<file path="config.mk">
export PLATFORM = sky130hd
export DESIGN_NAME = mul_iterative_xunit
export DESIGN_NICKNAME = d
export VERILOG_FILES = /design/src/rtl/mul_iterative_xunit.sv
export SDC_FILE = /design/constraint.sdc
export NUM_CORES = 1
export LEC_CHECK = 0
export CAP_MARGIN = 20
export CORE_ASPECT_RATIO = 1.5
export CORE_MARGIN = 2
export CORE_UTILIZATION = 50
export CTS_CLUSTER_DIAMETER = 30
export DETAILED_ROUTE_END_ITERATION = 12
export GPL_TIMING_DRIVEN = 0
export PLACE_DENSITY_LB_ADDON = 0.15
export REMOVE_ABC_BUFFERS = 1
export SYNTH_ARGS = -nofsm -noshare
export SYNTH_HDL_FRONTEND = slang
export SYNTH_SLANG_ARGS = --single-unit
</file>
<file path="constraint.sdc">
create_clock -name clk -period 5.5 [get_ports clk]
set_input_delay 0.55 -clock clk [delete_from_list [all_inputs] [get_ports clk]]
set_output_delay 0.55 -clock clk [all_outputs]
set_load 0.02 [all_outputs]
</file>
<file path="src/rtl/mul_iterative_xunit.sv">
// Iterative shift-add RV32 MUL execute pipe: one instruction in flight, 2+N cycles from accept to result.
// Result held on W_* until accepted by writeback; D_rdy only in IDLE, so no same-cycle refill.
module mul_iterative_xunit #(
    parameter int p_seq_num_bits = 5,
    parameter bit p_early_exit   = 1'b1
) (
    input  logic                      clk,
    input  logic                      rst,
    input  logic                      D_val,
    output logic                      D_rdy,
    input  logic [31:0]               D_pc,
    input  logic [31:0]               D_op1,
    input  logic [31:0]               D_op2,
    input  logic [4:0]                D_waddr,
    input  logic [p_seq_num_bits-1:0] D_seq_num,
    output logic                      W_val,
    input  logic                      W_rdy,
    output logic [31:0]               W_pc,
    output logic [p_seq_num_bits-1:0] W_seq_num,
    output logic [4:0]                W_waddr,
    output logic [31:0]               W_wdata,
    output logic                      W_wen
);

    typedef enum logic [1:0] {IDLE, CALC, DONE} state_t;

    state_t                    state, state_next;
    logic [31:0]               a, b, acc;
    logic [5:0]                cnt;
    logic [31:0]               pc;
    logic [4:0]                waddr;
    logic [p_seq_num_bits-1:0] seq_num;

    logic d_xfer, w_xfer, calc_done;

    assign d_xfer    = D_val & D_rdy;
    assign w_xfer    = W_val & W_rdy;
    // Once the remaining multiplier is zero, further iterations add nothing.
    assign calc_done = (p_early_exit && (b == 32'd0)) || (cnt == 6'd32);

    always_ff @(posedge clk) begin
        if (rst) begin
            state <= IDLE;
        end else begin
            state <= state_next;
        end
    end

    always_comb begin
        state_next = state;
        case (state)
            IDLE:    if (d_xfer)    state_next = CALC;
            CALC:    if (calc_done) state_next = DONE;
            DONE:    if (w_xfer)    state_next = IDLE;
            default:                state_next = IDLE;
        endcase
    end

    always_comb begin
        D_rdy = (state == IDLE) && !rst;
        W_val = (state == DONE) && !rst;
        W_wen = W_val;
    end

    always_ff @(posedge clk) begin
        if (rst) begin
            cnt <= 6'd0;
            acc <= 32'd0;
        end else if (d_xfer) begin
            a       <= D_op1;
            b       <= D_op2;
            acc     <= 32'd0;
            cnt     <= 6'd0;
            pc      <= D_pc;
            waddr   <= D_waddr;
            seq_num <= D_seq_num;
        end else if (state == CALC && !calc_done) begin
            acc <= acc + (b[0] ? a : 32'd0);
            a   <= a << 1;
            b   <= b >> 1;
            cnt <= cnt + 6'd1;
        end
    end

    assign W_pc      = pc;
    assign W_seq_num = seq_num;
    assign W_waddr   = waddr;
    assign W_wdata   = acc;

endmodule

</file>
==> summary.txt <==
Clock network
  • Clk root buf: clkbuf_16
  • Hold_buf cts: 0
  • TritonCTS Buffers: 17
  • Clock Latency Late Sink: 0.43 ns
  • Cts repair resizes: 0
  • H-tree levels: 4
  • # Post-CTS Setup Buffers: 0
  • TritonCTS clock tree: built
  • CTS Buffer Depth: 2
  • CTS Sinks: 146
  • Clock Pin Slew Worst Setup and Hold Paths: around 0.070 ns

Detailed routing
  • Drt via density: about 5.6
  • Residual DRC: 0
  • Drt first pass iters: 5
  • Via Count: 5914
  • Wire per inst: 17.9 um
  • Routed WL: 18.8 mm
  • Detail Route Antenna Nets: 0
  • Number of DRC markers in iteration 0: about 250

Worst setup path
  • Cell depth of the worst setup path: 10
  • WS Path Type: flip-flop to flip-flop
  • Crit path max-delay cell type: edfxtp_1
  • CP max stage delay: 0.81 ns
  • CP top delay family: compound AO/OA/AOI/OAI gates
  • Worst setup EP type: flip-flop
  • Worst reg2reg path depth: 10
  • Startpoint types: flip-flop
  • CP max FO: 34
  • WP data required: about 5.8 ns
  • Reg-to-reg critical path startpoint: b[0]$_DFFE_PP_
  • Worst Setup SP: b[0]$_DFFE_PP_
  • CP cell instances: and2_1 -> ha_1 -> fa_1 -> a21o_1 -> a221oi_2 -> a21oi_1 -> o211ai_1 -> a2111oi_0 -> o21a_1 -> o31ai_1
  • Buf/Inv on CP: 0
  • Critical Path AT: 4.17 ns

Finish
  • Layout filler cell count: approximately 1200
  • Area delta synth->final: 32.8%
  • Most frequent cells in the layout: clkdlybuf4s50_1 (186), edfxtp_1 (106), nand2_1 (63)
  • Share of cells above drive strength 1: 0.142
  • Commonest non-fill, non-tap cell in the layout: clkdlybuf4s50_1
  • ANT cells: 0
  • Final nets: slightly below 1000
  • FF/Latch Area: around 0.004 mm2
  • Multi-input logic area: around 0.0034 mm2

STA
  • Max-slew violation count: 0
  • Slew margin rel.: 0.311
  • Fin crit share: 0.696
  • Clock skew: between 0.01 and 0.015 ns
  • Final Critical Period: roughly 3.8 ns
  • Highest clock rate: 261 MHz
  • Final hold violations: 0
  • Setup TNS: 0 ns
  • Final setup fails: 0
  • Final Hold Slack: approximately 0.48 ns
  • Actual slew at the worst max-slew pin: roughly 1.0 ns
  • RSZ-0062 raised after global routing: no

Synth
  • Async SR Flop Fraction: 0
  • Syn_area_per_cell: 11.4 um2
  • Register bit total from synthesis: around 150
  • Syn Inst Count: between 600 and 700
  • Yosys Warn Count: 0
  • Number of enable flip-flop cells after synthesis: 106
  • Top_reg_cell synth: edfxtp_1
  • Post-synthesis cell type count: approximately 70
  • Seq/Total Area, Yosys: 0.519
  • Mapped Area: slightly below 0.008 mm2

Die
  • Num ports: 187
  • Core box area: 0.0151 mm2
  • Std-Cell Rows: 55
  • Starting Density: 0.510
  • Chip width: roughly 110 um
  • DIE HEIGHT: 156 um
  • Die Area: approximately 0.016 mm2

Global route
  • Initial antenna violation count: 0
  • First-pass GRT wire length: between 30 and 40 mm
  • Largest net degree at the start of global routing: a little over 70
  • Gr usage total: 0.232
  • Number of global-route vias before repair: 6158
  • Total grt overflow: 0

Pwr
  • P_leak: about 3.7 nW
  • Pwr Total: between 3 and 4 mW
  • Worst IR drop on VDD: 0.207 mV
  • Cell area power density: between 300 and 400 mW/mm2

Place
  • Hpwl dp: between 10 and 15 mm
  • GPL Wtd Cong: approximately 0.90
  • Port-buffer cells: ~190

Hold path
  • Hold_sp: W_wdata[11]$_SDFFE_PP0P_
  • WHS Path Cells: 2
  • Hold/Removal Path Class: flip-flop to flip-flop

Outcome
  • Status: finished clean

Run
  • # Max-Cap Violations: 0
## where the power goes
group,switching [mW],internal [mW]
Combinational,0.334,0.304
Sequential,0.0576,1.31
Clock,0.517,0.599
Total,0.909,2.21
## path summary, 6_finish.rpt
path	endpoint	slack, ns
worst min-delay path	W_wdata[11]$_SDFFE_PP0P_	0.48
worst max-delay path	W_wdata[28]$_SDFFE_PP0P_	1.67
worst max register to register	W_wdata[28]$_SDFFE_PP0P_	1.67
worst min register to register	W_wdata[11]$_SDFFE_PP0P_	0.48
## stage by stage
step	utilization	setup slack, ns	area, um2	instances
after CTS	0.677	1.68	10200	1051
after global placement	0.632	-6.47	9530	1015
final	0.677	1.67	10200	1051
after global routing	0.677	1.43	10200	1051
after detailed placement	0.639	1.34	9630	1019
after floorplan	-	-2.65	7420	630
## sequential cells by signal, summed over array words and instances (netlist names)
register	cells
W_wdata	32
cnt	6
W_waddr	5
W_seq_num	5
b	32
a	32
W_pc	32
state	2
## worst register-to-register path: stages (launching register included)
cell	delay, ns
edfxtp_1	0.81
and2_1	0.34
ha_1	0.23
fa_1	0.42
a21o_1	0.23
a221oi_2	0.42
a21oi_1	0.18
o211ai_1	0.41
a2111oi_0	0.28
o21a_1	0.23
o31ai_1	0.20
## cell usage after synthesis, types with 3 or more instances
| master | n | area, um2 |
|---|---|---|
| edfxtp_1 | 106 | 3180 |
| nand2_1 | 63 | 236 |
| mux2_2 | 62 | 698 |
| a21oi_1 | 47 | 235 |
| dfxtp_1 | 40 | 801 |
| ha_1 | 33 | 413 |
| and2_1 | 32 | 200 |
| nor2_1 | 27 | 101 |
| o21ai_0 | 24 | 120 |
| nand3_1 | 21 | 105 |
| nor3_1 | 15 | 75.1 |
| buf_2 | 14 | 70.1 |
| nand4_1 | 14 | 87.6 |
| xnor2_1 | 13 | 114 |
| a21o_1 | 12 | 90.1 |
| buf_6 | 11 | 124 |
| clkbuf_1 | 10 | 37.5 |
| inv_1 | 10 | 37.5 |
| nor4_1 | 9 | 56.3 |
| xor2_1 | 9 | 78.8 |
| and3_1 | 6 | 37.5 |
| o211ai_1 | 6 | 45.0 |
| a211oi_1 | 4 | 30.0 |
| a21oi_2 | 4 | 35.0 |
| a31oi_1 | 4 | 25.0 |
| mux2i_1 | 4 | 40.0 |
| nand2b_1 | 4 | 25.0 |
| or3_1 | 4 | 25.0 |
| a2111oi_0 | 3 | 26.3 |
| a21boi_0 | 3 | 22.5 |
| buf_1 | 3 | 11.3 |
| nor2b_1 | 3 | 18.8 |
| o21a_1 | 3 | 22.5 |
| o21bai_1 | 3 | 22.5 |
## cells by family (layout without fill, tap and decap cells)
family / after synthesis / count (layout) / share of synthesized area
compound gates: 141 / 141 / 0.125
buf+inv: 51 / 232 / 0.0391
flops: 146 / 146 / 0.519
xor+xnor: 22 / 22 / 0.0251
fa+ha+maj: 34 / 34 / 0.0564
simple gates: 211 / 211 / 0.140
mux: 66 / 66 / 0.0961
## final cells by class
type	count	area share
Multi-Input combinational cell	474	0.336
Inverter	10	0.00368
Sequential cell	146	0.391
Clock inverter	15	0.0139
Clock buffer	17	0.0417
Tap cell	199	0.0244
Timing Repair Buffer	190	0.190
## layer usage
| layer | track usage | vias up | wire length, um |
|---|---|---|---|
| met3 | 0.0530 | 37 | 1030 |
| met2 | 0.425 | 198 | 10000 |
| met5 | 0 | - | 0 |
| met1 | 0.260 | 2832 | 7320 |
| met4 | 0.0876 | 0 | 432 |
| li1 | - | 2847 | - |
(Power assumes the default switching activity.)
==> RTL edit 1: new RTL, same flow settings <==
Change the parameter `p_seq_num_bits` from 5 to 10.
--- a/src/rtl/mul_iterative_xunit.sv
+++ b/src/rtl/mul_iterative_xunit.sv
@@ -1,7 +1,7 @@
 // Iterative shift-add RV32 MUL execute pipe: one instruction in flight, 2+N cycles from accept to result.
 // Result held on W_* until accepted by writeback; D_rdy only in IDLE, so no same-cycle refill.
 module mul_iterative_xunit #(
-    parameter int p_seq_num_bits = 5,
+    parameter int p_seq_num_bits = 10,
     parameter bit p_early_exit   = 1'b1
 ) (
     input  logic                      clk,
Interface: changed (resized D_seq_num and W_seq_num); port bits go from 187 to 197. The function was not compared with the original's and may differ.
==> RTL edit 1 against the unedited design <==
- total power increased by 3.3%
- wire length increased by 2.2%
- sequential cell count up 5
- synthesized area up 2.0%
- setup slack improved by 0.0027 ns
- critical path depth did not move
- cell area is 2.7% higher
- largest cell class unchanged
- highest routed layer unchanged
==> RTL edit 1: results (changes against the unedited design) <==
Top cells by count, synth - edfxtp_1 (111), nand2_1 (63), mux2_2 (62), a21oi_1 (47), dfxtp_1 (40) (was edfxtp_1 (106), nand2_1 (63), mux2_2 (62), a21oi_1 (47), dfxtp_1 (40))
Vias - 5954 (was 5914)
Iteration-0 DRC Markers - 247 (was 253)
Largest family of logic cells by synthesized area - simple AND/OR/NAND/NOR gates (unchanged)
Core Util, Final - 67.6% (was 67.7%)
Top cell category - registers (unchanged)
Met2 routed WL - 10400 um (was 10000 um)
Via density - 5.57 (was 5.63)
Leakage - 3.77 nW (was 3.67 nW)
Met3 wire length - 1010 um (was 1030 um)
Largest net degree at the start of global routing - 79 (was 72)
Max IR drop VDD - 0.194 mV (was 0.207 mV)
Crit path DAT - 4.16 ns (was 4.17 ns)
Detail Placement HPWL - 14000 um (was 13700 um)
First-pass GRT wire length - 30000 um (was 30400 um)
Worst slew pin tran - 0.987 ns (was 1.03 ns)
RD Place Congestion - 0.894 (was 0.903)
NonClk Buf Share - 19.2% (was 19.0%)
Vias in the first global route - 6019 (was 6158)
M2 GR Usage - 42.8% (was 42.5%)
Skew final - 0.0106 ns (was 0.0145 ns)
Longest Clk Path Bufs - 2 (unchanged)
Post-Synth XOR/XNOR Area - 2.46% (was 2.51%)
Dpl ws - 1.32 ns (was 1.34 ns)
Global Route met3 Usage - 5.30% (about the same)
GR Layer Usage met1 - 25.1% (was 26.0%)
# port buffers - 196 (was 186)
FFs w/ async S/R, synth - 0% (unchanged)
Synth Area in Compound Gates - 12.3% (was 12.5%)
Final clock-cell share - 5.80% (was 5.56%)
Filler cells - 1186 (was 1153)
Crit-path max cell delay - 0.79 ns (was 0.81 ns)
WL/cell - 18.0 um (was 17.9 um)
Sequential share of cell area - 39.5% (was 39.1%)
Nonclk buf count - 199 (was 190)
Net count, final - 1002 (was 983)
Outcome - finished clean (unchanged)
Cell Area, Placed - 9860 sq um (was 9630 sq um)
Htree depth - 4 (unchanged)
Post-synth EDFFs - 111 (was 106)
Proportion of layout cells with a drive suffix above 1 - 14.0% (was 14.2%)
Syn Inst Count - 676 (was 671)
Well Taps - 203 (was 199)
Wl on met1 - 7450 um (was 7320 um)
Reg clk slew, reported paths - 0.07 ns (about the same)
Mux share of post-synthesis cell area - 9.42% (was 9.61%)
Area contributors post-synth - edfxtp_1 (43%), dfxtp_1 (10%), mux2_2 (8.9%) (was edfxtp_1 (41%), dfxtp_1 (10%), mux2_2 (9.1%))
Setup bufs post-CTS - 0 (unchanged)
Multi-In Gates - 474 (unchanged)
Total GRT Usage - 22.8% (was 23.2%)
Sequential area share after synthesis - 52.8% (was 51.9%)
ANT cells - 0 (unchanged)
Adder-Cell Fraction of Synth Area - 5.53% (was 5.64%)
CTS sink count - 151 (was 146)
## RTL edit 1: cell count changes in the layout (fill, tap and decap cells not counted), moves of 2 or more
| cell | change |
|---|---|
| edfxtp_1 | +5 |
| inv_6 | -2 |
| clkinv_8 | +4 |
| clkinvlp_4 | -2 |
| clkdlybuf4s50_1 | +10 |
## RTL edit 1: worst paths after layout
path         startpoint     endpoint  slack, ns  cells past startpoint
min          W_wdata[9]   W_wdata[9]       0.48                      2
min reg2reg  W_wdata[9]   W_wdata[9]       0.48                      2
max                b[0]  W_wdata[28]       1.67                     10
max reg2reg        b[0]  W_wdata[28]       1.67                     10
## RTL edit 1: where the power goes
| group | total [W] | internal (W) | switching, W | leakage, nW |
|---|---|---|---|---|
| Clock | 0.00117 | 0.000616 | 0.000553 | 0.289 |
| Combinational | 0.000644 | 0.000306 | 0.000338 | 2.12 |
| Sequential | 0.00141 | 0.00136 | 0.0000582 | 1.36 |
==> RTL edit 2: new RTL, same settings <==
Without the edit above. The 3 states of `state_t` get a one-hot encoding in 3 bits.
--- a/src/rtl/mul_iterative_xunit.sv
+++ b/src/rtl/mul_iterative_xunit.sv
@@ -22,7 +22,7 @@
     output logic                      W_wen
 );
 
-    typedef enum logic [1:0] {IDLE, CALC, DONE} state_t;
+    typedef enum logic [2:0] {IDLE = 3'b001, CALC = 3'b010, DONE = 3'b100} state_t;
 
     state_t                    state, state_next;
     logic [31:0]               a, b, acc;
Behaviour: no difference found for any inputs over 4 cycles, from zero or initial values and one cycle with rst high; so few cycles prove little.
==> RTL edit 2 against the unedited design <==
- setup slack got worse by 0.074 ns
- largest power group unchanged
- final cell count rose by 9.2%
- cell area rose by 0.29%
- die area fell by 2.6%
- sequential cell count rose by 1
- wire length fell by 0.91%
- sequential share of layout area rose by 0.081 points
- synthesized area fell by 2.7%
- total power fell by 8.5%
==> RTL edit 2: results (changes against the unedited design) <==
Detail Placement HPWL - 13500 um (was 13700 um)
First-pass GRT wire length - 30700 um (was 30400 um)
FFs w/ async S/R, synth - 0% (unchanged)
WL/cell - 16.2 um (was 17.9 um)
Mux share of post-synthesis cell area - 0.954% (was 9.61%)
Largest net degree at the start of global routing - 88 (was 72)
Iteration-0 DRC Markers - 277 (was 253)
Via density - 5.42 (was 5.63)
Worst slew pin tran - 1.08 ns (was 1.03 ns)
Longest Clk Path Bufs - 2 (unchanged)
Ys Warns - 0 (unchanged)
Htree depth - 4 (unchanged)
Num CTS Buffers - 17 (unchanged)
ANT cells - 0 (unchanged)
Crit-path max cell delay - 0.83 ns (was 0.81 ns)
Synth Flop Type - edfxtp_1 (unchanged)
CP Max Fanout - 36 (was 34)
Adder-Cell Fraction of Synth Area - 5.79% (was 5.64%)
Crit path DAT - 4.25 ns (was 4.17 ns)
Reg clk slew, reported paths - 0.06 ns
Post-synth EDFFs - 106 (unchanged)
# port buffers - 186 (unchanged)
Proportion of layout cells with a drive suffix above 1 - 5.67% (was 14.2%)
Worst hold path class - reg2reg (unchanged)
Top Family by Delay on Critical Path - compound AO/OA/AOI/OAI gates (unchanged)
Slowest stage cell, crit path - edfxtp_1 (unchanged)
Post-Route WL - 18600 um (was 18800 um)
Initial DRT Pass Iterations - 5 (unchanged)
Placed Instances - 1115 (was 1019)
Unique cell type count in the Yosys netlist - 60 (was 69)
Syn avg cell area - 9.80 sq um (was 11.4 sq um)
Leakage - 4.09 nW (was 3.67 nW)
Total GRT Usage - 23.9% (was 23.2%)
Area contributors post-synth - edfxtp_1 (43%), nand2_1 (11%), dfxtp_1 (11%) (was edfxtp_1 (41%), dfxtp_1 (10%), mux2_2 (9.1%))
CTS root buffer - clkbuf_16 (unchanged)
Filler cells - 1134 (was 1153)
Net count, final - 1083 (was 983)
Skew final - 0.0118 ns (was 0.0145 ns)
Synth Area in Compound Gates - 11.8% (was 12.5%)
Post-Synth XOR/XNOR Area - 3.51% (was 2.51%)
Sequential area share after synthesis - 53.5% (was 51.9%)
Top cells by count, synth - nand2_1 (221), edfxtp_1 (106), nor2_1 (56), a21oi_1 (48), dfxtp_1 (41) (was edfxtp_1 (106), nand2_1 (63), mux2_2 (62), a21oi_1 (47), dfxtp_1 (40))
Flop-to-flop setup slack - 1.60 ns (was 1.67 ns)
Worst-Skew Late Latency - 0.43 ns (about the same)
Max IR drop VDD - 0.239 mV (was 0.207 mV)
Vias in the first global route - 6678 (was 6158)
Initial antenna violation count - 0 (unchanged)
RD Place Congestion - 0.933 (was 0.903)
ANT nets after route - 0 (unchanged)
Outcome - finished clean (unchanged)
Setup bufs post-CTS - 0 (unchanged)
Post-CTS sizing - 0 (unchanged)
[RTL edit 2: cell types whose count changed in the layout (fill, tap and decap cells not counted), sizes merged, moves of 6 or more]
cell   delta
a21o      +6
a22o     +11
mux2     -61
nand2   +158
nand3     -7
nor2     +29
nor3     -10
o21ai    -12
[RTL edit 2: routing by layer]
layer	GRT usage (%)	wire length [um]	up-vias
li1	-	-	3021
met1	24.1	6690	2917
met2	43.8	9970	228
met3	8.10	1390	58
met4	11.9	596	0
met5	0	0	-
[RTL edit 2: power breakdown]
part | internal, W | switching, W
logic | 0.000164 | 0.000169
clock network | 0.000767 | 0.000476
registers | 0.00125 | 0.0000279
total | 0.00219 | 0.000673
[RTL edit 2: stage by stage]
stage	worst slack [ns]	hold slack [ns]	instance area [sq um]	power, W
after global placement	-4.14	0.454	9440	0.00163
after detailed placement	1.04	0.465	9570	0.00163
after CTS	1.48	0.473	10200	0.00288
final	1.60	0.476	10200	0.00286
after floorplan	-1.13	0.466	7340	0.00147
after global routing	1.41	0.494	10200	0.00296
[RTL edit 2: cell families after synthesis]
family,count (synthesis)
mux,7
xor+xnor,30
flops,147
buf+inv,46
simple gates,372
fa+ha+maj,34
compound gates,127
[RTL edit 2: worst paths after layout]
check / cells past startpoint / endpoint / start
worst max-delay path: 12 / W_wdata[26] / b[0]
worst min-delay path: 2 / W_wdata[17] / W_wdata[17]
worst max register to register: 12 / W_wdata[26] / b[0]
worst min register to register: 2 / W_wdata[17] / W_wdata[17]
[RTL edit 2: cell type report]
cell class,count,area [sq um],area share [%]
timing repair buffer,192,2000,19.5
clock inverter,13,196,1.92
sequential,147,4000,39.1
multi-input combinational,570,3310,32.3
inverter,11,43.8,0.428
tap,196,245,2.40
clock buffer,19,433,4.23
[RTL edit 2: worst register-to-register path: cells and delay by family, from the launching register on]
family | cells | cell delay [ns]
adders and majority gates | 2 | 0.63
AOI/OAI and AO/OA | 6 | 1.66
muxes | 1 | 0.09
xor gates and xnor gates | 1 | 0.17
DFF | 1 | 0.83
and+or+nand+nor | 2 | 0.44
